<file path="config.mk">
export PLATFORM = sky130hd
export DESIGN_NAME = jogo_memoria_param
export DESIGN_NICKNAME = d
export VERILOG_FILES = /design/src/rtl/jogo_memoria_param_pkg.sv /design/src/rtl/jogo_memoria_param_memoria.sv /design/src/rtl/jogo_memoria_param.sv
export SDC_FILE = /design/constraint.sdc
export NUM_CORES = 1
export LEC_CHECK = 0
export CAP_MARGIN = 5
export CORE_MARGIN = 2
export CORE_UTILIZATION = 48
export CTS_CLUSTER_DIAMETER = 120
export DETAILED_ROUTE_END_ITERATION = 10
export PLACE_DENSITY = 0.69
export SKIP_CTS_REPAIR_TIMING = 1
export SYNTH_ARGS = -nofsm -noshare
export SYNTH_HDL_FRONTEND = slang
export SYNTH_SLANG_ARGS = --single-unit
</file>
<file path="constraint.sdc">
create_clock -name clock -period 6.25 [get_ports clock]
set_clock_uncertainty 0.05 [all_clocks]
set_input_delay 1.25 -clock clock [delete_from_list [all_inputs] [get_ports clock]]
set_output_delay 1.25 -clock clock [all_outputs]
set_load 0.01 [all_outputs]
</file>
<file path="src/rtl/jogo_memoria_param_pkg.sv">
// Shared definitions for the sequence-memory game: state codes shown on db_estado,
// counter sizing helpers and the default playback sequence.
package jogo_memoria_param_pkg;

  typedef enum logic [3:0] {
    ST_INICIAL     = 4'd0,
    ST_PREPARA     = 4'd1,
    ST_MOSTRA      = 4'd2,
    ST_ESPERA      = 4'd3,
    ST_REGISTRA    = 4'd4,
    ST_COMPARA     = 4'd5,
    ST_PROX_RODADA = 4'd6,
    ST_FIM_ACERTO  = 4'd7,
    ST_FIM_ERRO    = 4'd8,
    ST_FIM_TIMEOUT = 4'd9
  } estado_t;

  function automatic int maximo3(input int a, input int b, input int c);
    int m;
    m = a;
    if (b > m) m = b;
    if (c > m) m = c;
    return m;
  endfunction

  // Bits needed to hold values 0..max_val, never less than one.
  function automatic int largura_contador(input int max_val);
    int w;
    w = $clog2(max_val + 1);
    if (w < 1) w = 1;
    return w;
  endfunction

  // Item k lights button k modulo the button count, one-hot.
  function automatic logic [31:0] seq_padrao(input int k, input int nbotoes);
    return 32'd1 << (k % nbotoes);
  endfunction

endpackage

</file>
<file path="src/rtl/jogo_memoria_param_memoria.sv">
// Sequence ROM: DEPTH one-hot items of NBOTOES bits, read asynchronously by item index.
// INIT replaces the default rotating pattern when USAR_INIT is set (item 0 in the low bits).
module jogo_memoria_param_memoria
  import jogo_memoria_param_pkg::*;
#(
  parameter int NBOTOES = 4,
  parameter int DEPTH = 16,
  parameter int AW = $clog2(DEPTH),
  parameter bit USAR_INIT = 1'b0,
  parameter logic [DEPTH*NBOTOES-1:0] INIT = '0
) (
  input  logic [AW-1:0]      endereco,
  output logic [NBOTOES-1:0] dado
);

  logic [NBOTOES-1:0] rom [DEPTH];

  for (genvar i = 0; i < DEPTH; i++) begin : g_rom
    if (USAR_INIT) begin : g_init
      assign rom[i] = INIT[i*NBOTOES +: NBOTOES];
    end else begin : g_padrao
      assign rom[i] = NBOTOES'(seq_padrao(i, NBOTOES));
    end
  end

  assign dado = rom[endereco];

endmodule

</file>
<file path="src/rtl/jogo_memoria_param.sv">
// Sequence-memory game core: plays back the first r+1 items, then checks the player's
// presses one at a time with a per-press timeout, advancing rounds until win or loss.
//
//  state        | meaning
//  INICIAL      | idle after reset, waiting for jogar
//  PREPARA      | one cycle, clears round/item counters and verdict
//  MOSTRA       | playback of items 0..r, lit window then dark pause each
//  ESPERA       | waiting for a press edge, per-press timer running
//  REGISTRA     | press latched, one cycle
//  COMPARA      | latched press checked against item k
//  PROX_RODADA  | advance round, restart playback
//  FIM_ACERTO   | game won, held until jogar
//  FIM_ERRO     | wrong press, held until jogar
//  FIM_TIMEOUT  | no press in time, held until jogar
module jogo_memoria_param
  import jogo_memoria_param_pkg::*;
#(
  parameter int NBOTOES = 4,
  parameter int DEPTH = 16,
  parameter int RODADAS = 16,
  parameter int TIMEOUT = 3000,
  parameter int T_MOSTRA = 500,
  parameter int T_PAUSA = 250
) (
  input  logic                       clock,
  input  logic                       reset,
  input  logic                       jogar,
  input  logic [NBOTOES-1:0]         botoes,
  output logic [NBOTOES-1:0]         leds,
  output logic                       ganhou,
  output logic                       perdeu,
  output logic                       timeout,
  output logic                       pronto,
  output logic [$clog2(DEPTH)-1:0]   rodada,
  output logic [3:0]                 db_estado
);

  localparam int AW = $clog2(DEPTH);
  localparam int TW = largura_contador(maximo3(TIMEOUT, T_MOSTRA, T_PAUSA));

  localparam logic [TW-1:0] CARGA_MOSTRA  = TW'(T_MOSTRA - 1);
  localparam logic [TW-1:0] CARGA_PAUSA   = TW'(T_PAUSA - 1);
  localparam logic [TW-1:0] CARGA_TIMEOUT = TW'(TIMEOUT - 1);
  localparam logic [AW-1:0] ULTIMA_RODADA = AW'(RODADAS - 1);

  estado_t estado, prox_estado;

  logic [AW-1:0]      r, r_prox;
  logic [AW-1:0]      k, k_prox;
  logic [TW-1:0]      timer, timer_prox;
  logic               aceso, aceso_prox;
  logic [NBOTOES-1:0] jogada_reg, jogada_reg_prox;
  logic [NBOTOES-1:0] item;
  logic               prev;
  logic               jogada;

  // prev tracks the button level every cycle, so a press held into ESPERA never
  // produces an edge until it is released and pressed again.
  assign jogada = (|botoes) & ~prev;

  jogo_memoria_param_memoria #(
    .NBOTOES (NBOTOES),
    .DEPTH   (DEPTH),
    .AW      (AW)
  ) u_memoria (
    .endereco (k),
    .dado     (item)
  );

  always_ff @(posedge clock) begin
    if (reset) begin
      estado     <= ST_INICIAL;
      r          <= '0;
      k          <= '0;
      timer      <= '0;
      aceso      <= 1'b0;
      jogada_reg <= '0;
      prev       <= 1'b0;
    end else begin
      estado     <= prox_estado;
      r          <= r_prox;
      k          <= k_prox;
      timer      <= timer_prox;
      aceso      <= aceso_prox;
      jogada_reg <= jogada_reg_prox;
      prev       <= |botoes;
    end
  end

  // Timers are down-counters: loaded with length-1, phase ends on the cycle they read zero.
  always_comb begin
    prox_estado     = estado;
    r_prox          = r;
    k_prox          = k;
    timer_prox      = timer;
    aceso_prox      = aceso;
    jogada_reg_prox = jogada_reg;

    case (estado)
      ST_INICIAL: begin
        if (jogar) prox_estado = ST_PREPARA;
      end

      ST_PREPARA: begin
        r_prox          = '0;
        k_prox          = '0;
        timer_prox      = CARGA_MOSTRA;
        aceso_prox      = 1'b1;
        jogada_reg_prox = '0;
        prox_estado     = ST_MOSTRA;
      end

      ST_MOSTRA: begin
        if (timer != '0) begin
          timer_prox = timer - 1'b1;
        end else if (aceso) begin
          aceso_prox = 1'b0;
          timer_prox = CARGA_PAUSA;
        end else if (k == r) begin
          k_prox      = '0;
          timer_prox  = CARGA_TIMEOUT;
          prox_estado = ST_ESPERA;
        end else begin
          k_prox     = k + 1'b1;
          aceso_prox = 1'b1;
          timer_prox = CARGA_MOSTRA;
        end
      end

      ST_ESPERA: begin
        // A press on the terminal cycle is still accepted.
        if (jogada) begin
          jogada_reg_prox = botoes;
          prox_estado     = ST_REGISTRA;
        end else if (timer == '0) begin
          prox_estado = ST_FIM_TIMEOUT;
        end else begin
          timer_prox = timer - 1'b1;
        end
      end

      ST_REGISTRA: begin
        prox_estado = ST_COMPARA;
      end

      ST_COMPARA: begin
        if (jogada_reg != item) begin
          prox_estado = ST_FIM_ERRO;
        end else if (k != r) begin
          k_prox      = k + 1'b1;
          timer_prox  = CARGA_TIMEOUT;
          prox_estado = ST_ESPERA;
        end else if (r == ULTIMA_RODADA) begin
          prox_estado = ST_FIM_ACERTO;
        end else begin
          prox_estado = ST_PROX_RODADA;
        end
      end

      ST_PROX_RODADA: begin
        r_prox      = r + 1'b1;
        k_prox      = '0;
        timer_prox  = CARGA_MOSTRA;
        aceso_prox  = 1'b1;
        prox_estado = ST_MOSTRA;
      end

      ST_FIM_ACERTO, ST_FIM_ERRO, ST_FIM_TIMEOUT: begin
        if (jogar) prox_estado = ST_PREPARA;
      end

      default: begin
        prox_estado = ST_INICIAL;
      end
    endcase
  end

  assign leds      = (estado == ST_MOSTRA && aceso) ? item : '0;
  assign ganhou    = (estado == ST_FIM_ACERTO);
  assign perdeu    = (estado == ST_FIM_ERRO) || (estado == ST_FIM_TIMEOUT);
  assign timeout   = (estado == ST_FIM_TIMEOUT);
  assign pronto    = ganhou | perdeu;
  assign rodada    = r;
  assign db_estado = estado;

endmodule

</file>
==> flow_metrics.tcl <==
set metrics [dict create \
    place_inst 326 \
    drt_iter0_drc 125 \
    synth_seq_cells 30 \
    use_met3 0.05063 \
    synth_fp_nets 283 \
    power.leakage_nw 0.8503 \
    die_area_um2 5093 \
    timing.rr.start "timer[0]" \
    largest-register "timer" \
    drc 0 \
    drv_cap 0 \
    drive_above_1_share 0.07473 \
    path_cells "nor4b_1 -> and3_1 -> clkdlybuf4s50_1" \
    critPathKind "reg -> out" \
    fin_nets 295 \
    finalSetupViolations 0 \
    power_density_nw_per_um2 450.8 \
    cpMaxStageDelayCell "nor4b_1" \
    ys_types 64 \
    cts_tree "yes" \
    firstDrtPassIters 4 \
    worstPathMaxFanout 21 \
    ys_async_sr_fraction 0 \
    core_area_um2 4354 \
    syn2layout_area_growth_pct 14.24 \
    largest_register_ffs 12 \
    synthCells 269 \
    rsz0062_at_grt "false" \
    placedInstanceArea_um2 2376 \
    synthTopCellsByArea "dfxtp_1 28%, a21oi_1 4.8%, ha_1 4.0%" \
    met2_usage 0.3755 \
    worst_ep_arrival_time_ps 2770 \
    cp-end-kind "primary output" \
    htree_levels 2 \
    antenna_found_initial 0 \
    start_kind "flop" \
    die_h_um 71.37 \
    final_util 0.5716 \
    fin_crit_ps 4068 \
    use_met1 0.3075 \
    finalWorstSetupSlack_ps 2182 \
    wl_per_cell_um 16.82 \
    viasPerCell 6.390 \
    status "finished clean" \
    insertion_delay_ps 290 \
    port_buffers 22 \
    slew_viol_final 0 \
    io_pins 23 \
    dpl.hpwl_mm 3.939 \
    grt_overflow 0 \
    root_buffer "clkbuf_8" \
    finalNonFillerCells 333 \
    vias 2128 \
    synth_top_area_frac 0.2757 \
    chipWidth_um 71.37 \
    path_clk_slew_ps 60 \
    initial_core_util 0.5003 \
    synthFlopType "dfxtp_1" \
    avgSynthCellArea_um2 8.098 \
    max_stage_delay_ps 980 \
    drt-total-wl_mm 5.600 \
    clockBufferDepth 2 \
    core.rowCount 24 \
    synth_top_area_cell "dfxtp_1" \
    hold_viol_final 0 \
    max-slew-margin-rel 0.2309 \
    grt_max_degree 28 \
    busiest_layer "met2" \
    dp_slack_ps 2518 \
    grt_pass1_vias 1934 \
    cts.sinks 30 \
    fin_setup_tns_ps 0 \
    synth_warnings 0 \
    worstPathRequired_ps 4950 \
    tightest_slew_ps 1138 \
    hold_class "reg -> reg" \
    fillers 401 \
    cts_inserted_buffers 5 \
    ant_nets 0 \
    max_freq_ghz 0.2458 \
    cp-startpoint "db_estado[1]" \
    min_period_over_period 0.6510 \
    final_area_um2 2489 \
    place_congestion 0.8576 \
    ys_seq_area_frac 0.2757 \
    min_from "jogada_reg[1]" \
    netlist_area_um2 2178 \
    grt_use_total 0.2339 \
    grt_pass1_wl_mm 9.377 \
    ir_worst_vdd_v 0.0001607 \
    synth_edf_count 0 \
    n_antenna_cell 0 \
]
-- kinds of logic (layout without fill, tap and decap cells) --
group	after synthesis	in the layout	synth area share
multiplexers	1	1	0.004595
AO/OA/AOI/OAI	80	80	0.2608
buffers and inverters	26	38	0.05744
AND/OR/NAND/NOR	116	116	0.3251
XOR/XNOR	9	9	0.03618
flip-flops	30	30	0.2757
adder cells (fa/ha/maj)	7	7	0.04020
-- layout make-up --
| type | count | area (µm²) | share of cell area |
|---|---|---|---|
| Sequential cell | 30 | 600.6 | 0.2413 |
| Inverter | 8 | 30.03 | 0.01207 |
| Clock inverter | 1 | 30.03 | 0.01207 |
| Tap cell | 52 | 65.06 | 0.02614 |
| Clock buffer | 6 | 82.58 | 0.03318 |
| Multi-Input combinational cell | 213 | 1453 | 0.5837 |
| Timing Repair Buffer | 23 | 227.7 | 0.09150 |
-- metrics by stage --
step / total power [mW] / hold slack, ps
6_report: 1.122 / 419.7
5_1_grt: 1.203 / 450.1
4_1_cts: 1.117 / 422.6
3_5_place_dp: 0.9096 / 415.8
3_3_place_gp: 0.9088 / 407.4
2_1_floorplan: 0.7944 / 393.6
-- synth_stat cells (all sizes together) (5+ instances only) --
master,number
or3,8
nor4,7
xnor2,5
a211oi,12
or4,8
buf,5
nand2b,6
nand3,11
o21ai,9
nor3,9
and3,5
a21oi,21
nand2,16
nand3b,6
clkbuf,13
dfxtp,30
nor2,18
inv,8
o31ai,8
ha,7
-- cell usage in the layout (no fill, tap or decap), drive strengths merged, types with 9 or more instances in the layout --
master,synthesis,final
dfxtp,30,30
clkdlybuf4s50,0,22
a21oi,21,21
nor2,18,18
nand2,16,16
a211oi,12,12
nand3,11,11
nor3,9,9
o21ai,9,9
-- final timing paths --
check,to,slack [ps],depth (start not counted)
min reg2reg,jogada_reg[1],420,2
min,jogada_reg[1],420,2
max reg2reg,timer[4],3460,7
max,leds[2],2180,3
-- metal layers --
metal / up-vias / wire (µm)
li1: 1057 / -
met1: 1015 / 2589
met2: 47 / 2661
met3: 9 / 244
met4: 0 / 104
met5: - / 0
-- worst max-delay path, delay by kind of cell (launching register included) --
| kind | cells | cell delay (ps) |
|---|---|---|
| buffers and inverters | 1 | 530 |
| AND/OR/NAND/NOR | 2 | 1250 |
| flip-flops | 1 | 690 |
-- power by group --
group | internal, mW | switching [mW] | total (mW)
logic | 0.254 | 0.347 | 0.601
clock network | 0.127 | 0.0784 | 0.206
registers | 0.233 | 0.0820 | 0.315
total | 0.614 | 0.508 | 1.12
Power figures use the tool's default switching activity.
